[src/rtl/quad_decoder.sv]
// Quadrature encoder front-end: 2-flop synchronizer, per-channel debounce and a 4x
// Gray-code decoder producing registered increment/decrement/error pulses.
module quad_decoder #(
    parameter int unsigned DEBOUNCE_CYCLES = 4,
    parameter int unsigned FILT_W          = 8
) (
    input  logic       clk,
    input  logic       reset,
    input  logic       a_in,
    input  logic       b_in,
    output logic       increment,
    output logic       decrement,
    output logic       error,
    output logic       direction,
    output logic [1:0] phase
);

    localparam logic [FILT_W-1:0] CntLast = FILT_W'(DEBOUNCE_CYCLES - 1);
    localparam logic [FILT_W-1:0] CntOne  = FILT_W'(1);
    localparam logic [1:0]        WarmFull = 2'd2;

    // Channel vectors are packed as {a, b} throughout.
    logic [1:0]        s1_q, s1_d;
    logic [1:0]        s2_q, s2_d;
    logic [1:0]        warm_q, warm_d;
    logic              primed_q, primed_d;
    logic [1:0]        filt_q, filt_d;
    logic [FILT_W-1:0] cnt_a_q, cnt_a_d;
    logic [FILT_W-1:0] cnt_b_q, cnt_b_d;
    logic [1:0]        prev_q, prev_d;
    logic              inc_q, inc_d;
    logic              dec_q, dec_d;
    logic              err_q, err_d;
    logic              dir_q, dir_d;
    logic [1:0]        step;

    function automatic logic [FILT_W-1:0] cnt_next(input logic              raw,
                                                    input logic              filt,
                                                    input logic [FILT_W-1:0] cnt);
        if (raw == filt || cnt == CntLast) begin
            return '0;
        end
        return cnt + CntOne;
    endfunction

    function automatic logic flip(input logic              raw,
                                  input logic              filt,
                                  input logic [FILT_W-1:0] cnt);
        return (raw != filt) && (cnt == CntLast);
    endfunction

    // Position along the forward cycle 00 -> 10 -> 11 -> 01.
    function automatic logic [1:0] gray_idx(input logic [1:0] ph);
        logic [1:0] idx;
        case (ph)
            2'b00:   idx = 2'd0;
            2'b10:   idx = 2'd1;
            2'b11:   idx = 2'd2;
            default: idx = 2'd3;
        endcase
        return idx;
    endfunction

    // Modulo-4 distance: 1 forward, 3 reverse, 2 both channels moved.
    assign step = gray_idx(filt_q) - gray_idx(prev_q);

    always_comb begin
        s1_d     = {a_in, b_in};
        s2_d     = s1_q;
        warm_d   = warm_q;
        primed_d = primed_q;
        filt_d   = filt_q;
        cnt_a_d  = cnt_a_q;
        cnt_b_d  = cnt_b_q;
        prev_d   = prev_q;
        inc_d    = 1'b0;
        dec_d    = 1'b0;
        err_d    = 1'b0;
        dir_d    = dir_q;

        if (warm_q != WarmFull) begin
            warm_d = warm_q + 2'd1;
        end

        if (!primed_q) begin
            // Adopt whatever phase is present so power-up never emits a pulse.
            if (warm_q == WarmFull) begin
                primed_d = 1'b1;
                filt_d   = s2_q;
                prev_d   = s2_q;
            end
        end else begin
            cnt_a_d = cnt_next(s2_q[1], filt_q[1], cnt_a_q);
            cnt_b_d = cnt_next(s2_q[0], filt_q[0], cnt_b_q);
            if (flip(s2_q[1], filt_q[1], cnt_a_q)) begin
                filt_d[1] = s2_q[1];
            end
            if (flip(s2_q[0], filt_q[0], cnt_b_q)) begin
                filt_d[0] = s2_q[0];
            end

            prev_d = filt_q;
            case (step)
                2'd1: begin
                    inc_d = 1'b1;
                    dir_d = 1'b1;
                end
                2'd3: begin
                    dec_d = 1'b1;
                    dir_d = 1'b0;
                end
                2'd2:    err_d = 1'b1;
                default: ;
            endcase
        end
    end

    always_ff @(posedge clk or posedge reset) begin
        if (reset) begin
            s1_q     <= '0;
            s2_q     <= '0;
            warm_q   <= '0;
            primed_q <= 1'b0;
            filt_q   <= '0;
            cnt_a_q  <= '0;
            cnt_b_q  <= '0;
            prev_q   <= '0;
            inc_q    <= 1'b0;
            dec_q    <= 1'b0;
            err_q    <= 1'b0;
            dir_q    <= 1'b0;
        end else begin
            s1_q     <= s1_d;
            s2_q     <= s2_d;
            warm_q   <= warm_d;
            primed_q <= primed_d;
            filt_q   <= filt_d;
            cnt_a_q  <= cnt_a_d;
            cnt_b_q  <= cnt_b_d;
            prev_q   <= prev_d;
            inc_q    <= inc_d;
            dec_q    <= dec_d;
            err_q    <= err_d;
            dir_q    <= dir_d;
        end
    end

    assign increment = inc_q;
    assign decrement = dec_q;
    assign error     = err_q;
    assign direction = dir_q;
    assign phase     = filt_q;

endmodule

[config.mk]
export PLATFORM = sky130hd
export DESIGN_NAME = quad_decoder
export DESIGN_NICKNAME = d
export VERILOG_FILES = /design/src/rtl/quad_decoder.sv
export SDC_FILE = /design/constraint.sdc
export NUM_CORES = 1
export LEC_CHECK = 0
export CORE_ASPECT_RATIO = 1.2
export CORE_MARGIN = 4
export CORE_UTILIZATION = 40
export CTS_CLUSTER_SIZE = 12
export DETAILED_ROUTE_END_ITERATION = 10
export PLACE_DENSITY_LB_ADDON = 0.12
export SYNTH_ARGS = -nofsm -noshare
export SYNTH_HDL_FRONTEND = slang
export SYNTH_SLANG_ARGS = --single-unit
[constraint.sdc]
create_clock -name clk -period 1.7 [get_ports clk]
set_input_delay 0.34 -clock clk [delete_from_list [all_inputs] [get_ports clk]]
set_output_delay 0.34 -clock clk [all_outputs]
set_load 0.005 [all_outputs]
==> results of run 1 <==
==> synthesized netlist by cell type (all sizes together), types with 4 or more instances <==
| master | n |
|---|---|
| dfrtp | 31 |
| inv | 13 |
| nor2 | 12 |
| nand2 | 10 |
| o21ai | 9 |
| ha | 8 |
| xnor2 | 7 |
| mux2i | 5 |
| nand3 | 5 |
| nor2b | 5 |
| o22ai | 5 |
| a21oi | 4 |
| buf | 4 |
| nor3 | 4 |
==> path summary, 6_finish.rpt <==
check / startpoint / end / slack (ns) / depth (start not counted)
min reg2reg: s1_q[0]$_DFF_PP0_ / s2_q[0]$_DFF_PP0_ / 0.35 / 0
min: s1_q[0]$_DFF_PP0_ / s2_q[0]$_DFF_PP0_ / 0.35 / 0
max in group asynchronous: reset / cnt_b_q[1]$_DFFE_PP0P_ / 0.95 / 3
min in group asynchronous: reset / warm_q[0]$_DFFE_PP0N_ / 0.46 / 3
max reg2reg: cnt_a_q[0]$_DFFE_PP0P_ / cnt_a_q[4]$_DFFE_PP0P_ / 0.10 / 5
max: phase[0]$_DFFE_PP0P_ / phase[0] / 0.08 / 2
==> final cells by class <==
cell class / instances / area share
well taps: 52 / 0.0350
repair buffers: 17 / 0.0808
inverters: 13 / 0.0262
multi-input cells: 97 / 0.378
clock inverters: 2 / 0.0188
clock buffers: 6 / 0.0444
flip-flops and latches: 31 / 0.417
==> critical path, stage by stage (launching register included) <==
cell and delay [ns]:
dfrtp_1 0.35, buf_4 0.14, clkdlybuf4s50_1 0.50
==> sequential cells by signal, summed over array words and instances (netlist names) <==
signal	flops
cnt_a_q	8
cnt_b_q	8
phase	2
prev_q	2
s1_q	2
s2_q	2
warm_q	2
decrement	1
direction	1
error	1
increment	1
primed_q	1
==> through the flow <==
stage | worst slack, ns | std cells
final | 0.0831 | 218
after global routing | 0.00356 | 218
after CTS | 0.0339 | 218
after detailed placement | 0.0477 | 210
after global placement | 0.103 | 210
after floorplan | 0.0723 | 147
==> power groups by stage <==
stage	sequential, mW	clock (mW)	combinational, mW
4_1_cts	1.01	0.771	1.13
3_5_place_dp	1.02	0	1.12
6_report	1.00	0.747	1.25
5_1_grt	1.03	0.801	1.40
3_3_place_gp	1.01	0	1.09
2_1_floorplan	1.03	0	0.779
==> metal layers <==
metal,up-vias,track usage,part of all wire
li1,533,-,-
met1,514,0.151,0.45
met2,19,0.206,0.49
met3,7,0.0369,0.037
met4,0,0.0698,0.024
met5,-,0,0
==> cell families (layout without fill, tap and decap cells) <==
logic type	Yosys count	after routing	share of synthesized area
fa+ha+maj	8	8	0.0649
xor+xnor	9	9	0.0608
flops	31	31	0.503
mux	8	8	0.0568
compound gates	24	24	0.0933
simple gates	48	48	0.167
buf+inv	19	38	0.0543
==> results.py, run 1 <==
metrics = {
    "grt": {
        "track_usage": 0.128,
        "antenna_found_initial": 0,
        "grt_first_pass_wirelength_mm": 4.82,
        "overflow": 0,
        "grt_max_degree": 32,
        "grt_pass1_vias": 1039,
    },
    "timing": {
        "period_share": 0.951,
        "slew_viol_final": 0,
        "rsz0062_at_grt": "false",
        "setup_violations": 0,
        "tightest_slew_ns": 0.404,
        "clock_skew_ns": 0.00380,
        "whs_ns": 0.349,
        "hold_viol": 0,
        "slew_headroom": 0.731,
        "maxClockFrequency_mhz": 618,
        "fin_tns_setup_ns": 0,
        "min_period_ns": 1.62,
    },
    "critical_path": {
        "end_kind": "output pin",
        "crit_type": "flip-flop to output pin",
        "worst_ep_required_time_ns": 1.36,
        "crit_path_start_kind": "flip-flop",
        "path_max_fanout": 5,
        "worstPathArrival_ns": 1.28,
    },
    "synthesis": {
        "synthTopCellsByArea": "dfrtp_1, ha_1, xnor2_1",
        "ys.flop_type": "dfrtp_1",
        "syn-instance-count": 147,
        "synth_area_per_cell_um2": 10.5,
        "yosysTopAreaCellShare": 0.503,
        "netlist_area_um2": 1540,
        "ys_ff_latch": 31,
        "yosysTopAreaCell": "dfrtp_1",
        "async_flop_share": 1.00,
        "yosysSeqAreaShare": 0.503,
        "synth-edff-count": 0,
        "syn_nets": 159,
        "yosys_warnings": 0,
        "synth.distinct_cells": 34,
    },
    "floorplanning": {
        "fp.dieW_um": 64.7,
        "dieHeight_um": 76.0,
        "rows": 24,
        "core_area_um2": 3660,
        "ios": 10,
        "die_area_um2": 4920,
        "initial_core_util": 0.421,
    },
    "final_layout": {
        "fin_area_um2": 1860,
        "utilization": 0.508,
        "final_cell_mix": "dfrtp_1, inv_1, nor2_1, nand2_1",
        "fillers": 350,
        "antennaDiodeCount": 0,
        "syn2layout_area_growth_pct": 20.5,
        "layout-drive-gt1-share": 0.163,
        "seq_area_um2": 776,
        "multi_input_area_um2": 702,
        "final_nets": 177,
        "layout_commonest_cell": "dfrtp_1",
    },
    "routing": {
        "drc": 0,
        "first_pass_iters": 4,
        "viasPerCell": 4.92,
        "antenna_left": 0,
        "wire_per_inst_um": 12.8,
        "drtIter0Drc": 42,
        "wirelength_mm": 2.78,
        "via_count": 1073,
    },
    "clocking": {
        "ctsHoldBuffers": 0,
        "clk_latency_ns": 0.28,
        "clockRootBuffer": "clkbuf_8",
        "cts_tree": "done",
        "post_cts_buffers": 0,
        "cts_htree_levels": 2,
        "cts_sinks": 31,
        "cts_resized": 0,
        "cts_buffers": 5,
        "clockBufferDepth": 2,
        "clk_pin_slew_worst_paths_ns": 0.06,
    },
    "placement": {
        "hpwl_mm": 1.95,
        "placed_cell_area_um2": 1720,
        "port_buffers": 9,
        "gp_congestion": 0.793,
    },
    "power": {
        "power.density_nw_per_um2": 1610,
        "p_sw_frac": 0.314,
        "clockPowerShare": 0.249,
        "pwr-share-comb": 0.416,
        "seq_power_share": 0.335,
        "vdd_drop_max_mv": 0.715,
        "switchingPower_mw": 0.941,
        "finalPower_mw": 3.00,
        "intPower_mw": 2.06,
        "power_leakage_nw": 0.875,
    },
    "status": {
        "status": "finished, final reports clean",
    },
    "min_path": {
        "hp-class": "flip-flop to flip-flop",
    },
    "run": {
        "drv_cap": 0,
    },
}
No activity file was read; power rests on OpenSTA's default activity.
==> inputs of run 2 (changes only) <==
--- a/config.mk
+++ b/config.mk
@@ -5,11 +5,12 @@
 export SDC_FILE = /design/constraint.sdc
 export NUM_CORES = 1
 export LEC_CHECK = 0
-export CORE_ASPECT_RATIO = 1.2
+export ABC_CLOCK_PERIOD_IN_PS = 1700
 export CORE_MARGIN = 4
 export CORE_UTILIZATION = 40
 export CTS_CLUSTER_SIZE = 12
 export DETAILED_ROUTE_END_ITERATION = 10
+export MAX_ROUTING_LAYER = met4
 export PLACE_DENSITY_LB_ADDON = 0.12
 export SYNTH_ARGS = -nofsm -noshare
 export SYNTH_HDL_FRONTEND = slang
==> run 2 against run 1 <==
  * Design area shrank 0.27%
  * Hold slack lost 0.0011 ns
  * Sequential share of layout area grew 0.11 points
  * Clock power is essentially flat
  * Register-to-register slack is essentially flat
  * Critical path depth is the same
  * Sequential cell count is the same
  * Core utilization shrank 0.48 points
==> results.py, run 2 (synthesized netlist as in run 1, its figures left out) <==
metrics = {
    "status": {
        "status": "finished, final reports clean",
    },
    "critical_path": {
        "end_kind": "output pin",
        "worstPathArrival_ns": 1.28,
        "crit_path_start_kind": "flip-flop",
        "worst_ep_required_time_ns": 1.36,
        "crit_type": "flip-flop to output pin",
        "path_max_fanout": 5,
    },
    "timing": {
        "fin_tns_setup_ns": 0,
        "maxClockFrequency_mhz": 616,
        "clock_skew_ns": 0.00488,
        "finalWorstSetupSlack_ns": 0.0758,
        "setup_violations": 0,
        "hold_viol": 0,
        "period_share": 0.955,
        "whs_ns": 0.348,
        "tightest_slew_ns": 0.391,
        "min_period_ns": 1.62,
        "slew_viol_final": 0,
        "slew_headroom": 0.739,
        "rsz0062_at_grt": "false",
    },
    "clocking": {
        "clockBufferDepth": 2,
        "cts_htree_levels": 2,
        "cts_sinks": 31,
        "cts_buffers": 5,
        "clockRootBuffer": "clkbuf_8",
        "clk_pin_slew_worst_paths_ns": 0.07,
        "cts_tree": "done",
        "clk_latency_ns": 0.28,
        "ctsHoldBuffers": 0,
    },
    "floorplanning": {
        "rows": 22,
        "fp.dieW_um": 70.1,
        "ios": 10,
        "dieHeight_um": 70.1,
        "die_area_um2": 4910,
        "core_area_um2": 3690,
        "initial_core_util": 0.418,
    },
    "routing": {
        "viasPerCell": 5.00,
        "wire_per_inst_um": 12.5,
        "via_count": 1076,
        "first_pass_iters": 3,
        "drtIter0Drc": 66,
        "antenna_left": 0,
        "wirelength_mm": 2.70,
        "drc": 0,
    },
    "placement": {
        "dp_worst_setup_slack_ns": 0.0617,
        "port_buffers": 9,
        "hpwl_mm": 1.91,
        "numPlacedInstances": 205,
        "placed_cell_area_um2": 1710,
        "gp_congestion": 0.857,
    },
    "grt": {
        "antenna_found_initial": 0,
        "grt_first_pass_wirelength_mm": 4.68,
        "overflow": 0,
        "grt_max_degree": 32,
        "grt_pass1_vias": 1074,
        "track_usage": 0.124,
    },
    "power": {
        "vdd_drop_max_mv": 0.668,
        "power_leakage_nw": 0.880,
        "finalPower_mw": 3.01,
        "power.density_nw_per_um2": 1620,
    },
    "final_layout": {
        "antennaDiodeCount": 0,
        "utilization": 0.503,
        "syn2layout_area_growth_pct": 20.2,
        "final_cell_count_no_fill": 215,
        "layout_commonest_cell": "dfrtp_1",
        "fin_area_um2": 1850,
        "final_cell_mix": "dfrtp_1, inv_1, nor2_1, nand2_1",
        "layout-drive-gt1-share": 0.162,
        "final_nets": 178,
        "reg.largest.list": "cnt_a_q: 8 flops, cnt_b_q: 8 flops",
    },
    "run": {
        "drv_cap": 0,
    },
    "min_path": {
        "hp-class": "flip-flop to flip-flop",
    },
}
[run 2: changes by cell type in the layout (fill, tap and decap cells not counted)]
cell      before  now
a21oi_1        3    4
a21oi_2        1    0
buf_4          8    9
nor2_1        12   11
nor2_2         0    1
nor4bb_1       0    1
nor4bb_2       1    0
[run 2: power by group]
part           internal, mW  switching (mW)
clock network         0.474           0.276
logic                 0.702           0.555
registers             0.904          0.0988
[run 2: path summary, 6_finish.rpt]
path | startpoint | end | slack, ns | cells past startpoint
max | phase[0]$_DFFE_PP0P_ | phase[0] | 0.08 | 2
min | s1_q[0]$_DFF_PP0_ | s2_q[0]$_DFF_PP0_ | 0.35 | 0
max reg2reg | phase[0]$_DFFE_PP0P_ | direction$_DFFE_PP0P_ | 0.09 | 6
min reg2reg | s1_q[0]$_DFF_PP0_ | s2_q[0]$_DFF_PP0_ | 0.35 | 0
max in group asynchronous | reset | cnt_b_q[3]$_DFFE_PP0P_ | 0.97 | 3
min in group asynchronous | reset | s1_q[1]$_DFF_PP0_ | 0.43 | 3
[run 2: timing repair]
action | 4_1_cts | 5_1_grt
endpoints found under the hold margin | 0 | 0
setup endpoints to repair | 0 | 7
resized for setup | 0 | 4
setup buffers | 0 | 2
[run 2: critical path: stages, from the launching register on]
cell	delay, ns
dfrtp_1	0.35
buf_4	0.15
clkdlybuf4s50_1	0.50
[run 2: cell type report]
| type | instances | area [um^2] |
|---|---|---|
| fillers | 354 | 1830 |
| flip-flops and latches | 31 | 776 |
| multi-input cells | 97 | 694 |
| repair buffers | 18 | 158 |
| clock buffers | 6 | 82.6 |
| well taps | 48 | 60.1 |
| inverters | 13 | 48.8 |
| clock inverters | 2 | 35.0 |
[run 2: per-layer routing]
metal	wire (um)	track usage	up-vias
li1	-	-	539
met1	1240	0.138	517
met2	1300	0.204	13
met3	101	0.0446	7
met4	53	0.0511	0
met5	0	-	-
==> inputs of run 3 (changes only) <==
--- a/config.mk
+++ b/config.mk
@@ -7,7 +7,7 @@
 export LEC_CHECK = 0
 export ABC_CLOCK_PERIOD_IN_PS = 1700
 export CORE_MARGIN = 4
-export CORE_UTILIZATION = 40
+export CORE_UTILIZATION = 52
 export CTS_CLUSTER_SIZE = 12
 export DETAILED_ROUTE_END_ITERATION = 10
 export MAX_ROUTING_LAYER = met4
==> constraint.sdc (replaced) <==
create_clock -name clk -period 1.7 [get_ports clk]
set_input_delay 0.34 -clock clk [delete_from_list [all_inputs] [get_ports clk]]
set_output_delay 0.34 -clock clk [all_outputs]
set_load 0.1 [all_outputs]
==> run 3 against run 2 <==
  * Total power grew 9.9%
  * Core utilization grew 15 points
  * Clock power shrank 36%
  * Sequential share of layout area grew 0.63 points
  * Register-to-register slack gained 0.02 ns
  * Via count shrank 3.1%
  * Critical path type is now flip-flop to flip-flop
  * Largest power group unchanged
==> results.py, run 3 (synthesized netlist as in run 1, its figures left out) <==
metrics = {
    "critical_path": {
        "crit_type": "flip-flop to flip-flop",
        "worst_ep_required_time_ns": 1.95,
        "worstPathArrival_ns": 1.85,
        "critPathMaxStageDelay_ns": 0.53,
        "critPathSlowestCell": "dfrtp_4",
        "crit_path_start_kind": "flip-flop",
        "end_kind": "flip-flop",
        "path_max_fanout": 6,
        "worstPathCellList": "ha_2 > nor2_1 > xor3_1 > nor2b_2 > a21oi_1",
    },
    "floorplanning": {
        "core_area_um2": 2810,
        "die_area_um2": 3900,
        "rows": 19,
        "ios": 10,
        "fp.dieW_um": 62.5,
        "dieHeight_um": 62.5,
        "initial_core_util": 0.550,
    },
    "power": {
        "vdd_drop_max_mv": 1.54,
        "finalPower_mw": 3.31,
        "pwr-share-comb": 0.524,
        "switchingPower_mw": 1.38,
        "clockPowerShare": 0.146,
        "p_sw_frac": 0.418,
        "seq_power_share": 0.330,
        "power_leakage_nw": 0.871,
        "intPower_mw": 1.93,
        "power.density_nw_per_um2": 1790,
    },
    "routing": {
        "drtIter0Drc": 79,
        "viasPerCell": 5.32,
        "first_pass_iters": 4,
        "antenna_left": 0,
        "drc": 0,
        "wirelength_mm": 2.67,
        "wire_per_inst_um": 13.6,
        "via_count": 1043,
    },
    "grt": {
        "grt_first_pass_wirelength_mm": 4.93,
        "grtUsageMet3": 0.0324,
        "grt_pass1_vias": 1109,
        "use_met1": 0.202,
        "grt_max_degree": 20,
        "track_usage": 0.164,
        "antenna_found_initial": 0,
        "busiest_layer": "met2",
        "overflow": 0,
        "use_met2": 0.258,
    },
    "final_layout": {
        "reg.largest.list": "cnt_a_q: 8 flops, cnt_b_q: 8 flops",
        "layout-drive-gt1-share": 0.206,
        "antennaDiodeCount": 0,
        "syn2layout_area_growth_pct": 19.5,
        "final_cell_mix": "dfrtp_1, nor2_1, inv_1, nand2_1, o21ai_0",
        "layout_commonest_cell": "dfrtp_1",
        "final_nets": 176,
    },
    "timing": {
        "min_period_ns": 1.59,
        "finalWorstSetupSlack_ns": 0.105,
        "maxClockFrequency_mhz": 627,
        "tightest_slew_ns": 0.348,
        "setup_violations": 0,
        "fin_tns_setup_ns": 0,
        "period_share": 0.938,
        "hold_viol": 0,
        "slew_headroom": 0.768,
        "slew_viol_final": 0,
        "whs_ns": 0.325,
        "rsz0062_at_grt": "false",
        "clock_skew_ns": 0.00505,
    },
    "clocking": {
        "cts_tree": "done",
        "clk_latency_ns": 0.32,
        "cts_htree_levels": 2,
        "cts_sinks": 31,
        "clockRootBuffer": "clkbuf_4",
        "cts_buffers": 5,
        "clockBufferDepth": 2,
        "ctsHoldBuffers": 0,
        "clk_pin_slew_worst_paths_ns": 0.09,
    },
    "run": {
        "drv_cap": 0,
    },
    "placement": {
        "dp_worst_setup_slack_ns": 0.102,
        "hpwl_mm": 1.99,
        "port_buffers": 9,
        "gp_congestion": 0.782,
    },
    "min_path": {
        "hp-class": "primary input to asynchronous set/reset pin",
    },
    "status": {
        "status": "finished, final reports clean",
    },
}
[run 3: cell count changes in the layout (fill, tap and decap cells not counted), moves of 2 or more]
cell and delta:
buf_4 -2, clkdlybuf4s50_1 -6, buf_12 +6, clkbuf_8 -4
dfrtp_4 +2, ha_1 -2, dfrtp_1 -2, clkbuf_4 +5
[run 3: path summary, 6_finish.rpt]
| path | from | end | slack (ns) | cells after the start |
|---|---|---|---|---|
| max | phase[0]$_DFFE_PP0P_ | direction$_DFFE_PP0P_ | 0.11 | 5 |
| min | reset | prev_q[0]$_DFFE_PP0P_ | 0.32 | 3 |
| max reg2reg | phase[0]$_DFFE_PP0P_ | direction$_DFFE_PP0P_ | 0.11 | 5 |
| min reg2reg | s1_q[1]$_DFF_PP0_ | s2_q[1]$_DFF_PP0_ | 0.36 | 0 |
| max in group asynchronous | reset | phase[0]$_DFFE_PP0P_ | 1.14 | 3 |
| min in group clk | s1_q[1]$_DFF_PP0_ | s2_q[1]$_DFF_PP0_ | 0.36 | 0 |
[run 3: what timing repair did]
action                     CTS  global route
buffers inserted             0             1
resized for setup            0             1
setup endpoints to repair    0             4
[run 3: layer usage]
layer  vias to the layer above  part of all wire
li1                        531                 -
met1                       491              0.45
met2                        16              0.50
met3                         5             0.032
met4                         0             0.019
met5                         -                 0
[run 3: stage by stage]
stage,utilization,instance area [um^2],instances
6_report,0.657,1840,196
5_1_grt,0.657,1840,196
3_5_place_dp,0.630,1770,187
3_3_place_gp,0.630,1770,187
4_1_cts,0.654,1840,195
2_1_floorplan,-,1570,147
[run 3: cell type report]
| class | count | area [um^2] |
|---|---|---|
| timing repair buffer | 16 | 203 |
| tap | 31 | 38.8 |
| fill | 210 | 961 |
| multi-input combinational | 97 | 702 |
| clock buffer | 8 | 68.8 |
| sequential | 31 | 783 |
| inverter | 13 | 48.8 |
[run 3: power by group through the flow]
stage	Combinational (mW)	Sequential (mW)	Clock (mW)
final	1.73	1.09	0.483
after global routing	1.90	1.12	0.546
after CTS	1.73	1.10	0.507
after detailed placement	1.72	1.11	0
after global placement	1.66	1.10	0
after floorplan	0.811	1.51	0
[run 3: worst max-delay path, delay by kind of cell (launching register included)]
family | cells | cell delay, ns
XOR/XNOR | 1 | 0.43
adder cells (fa/ha/maj) | 1 | 0.19
AO/OA/AOI/OAI | 1 | 0.10
AND/OR/NAND/NOR | 2 | 0.27
flip-flops | 1 | 0.53
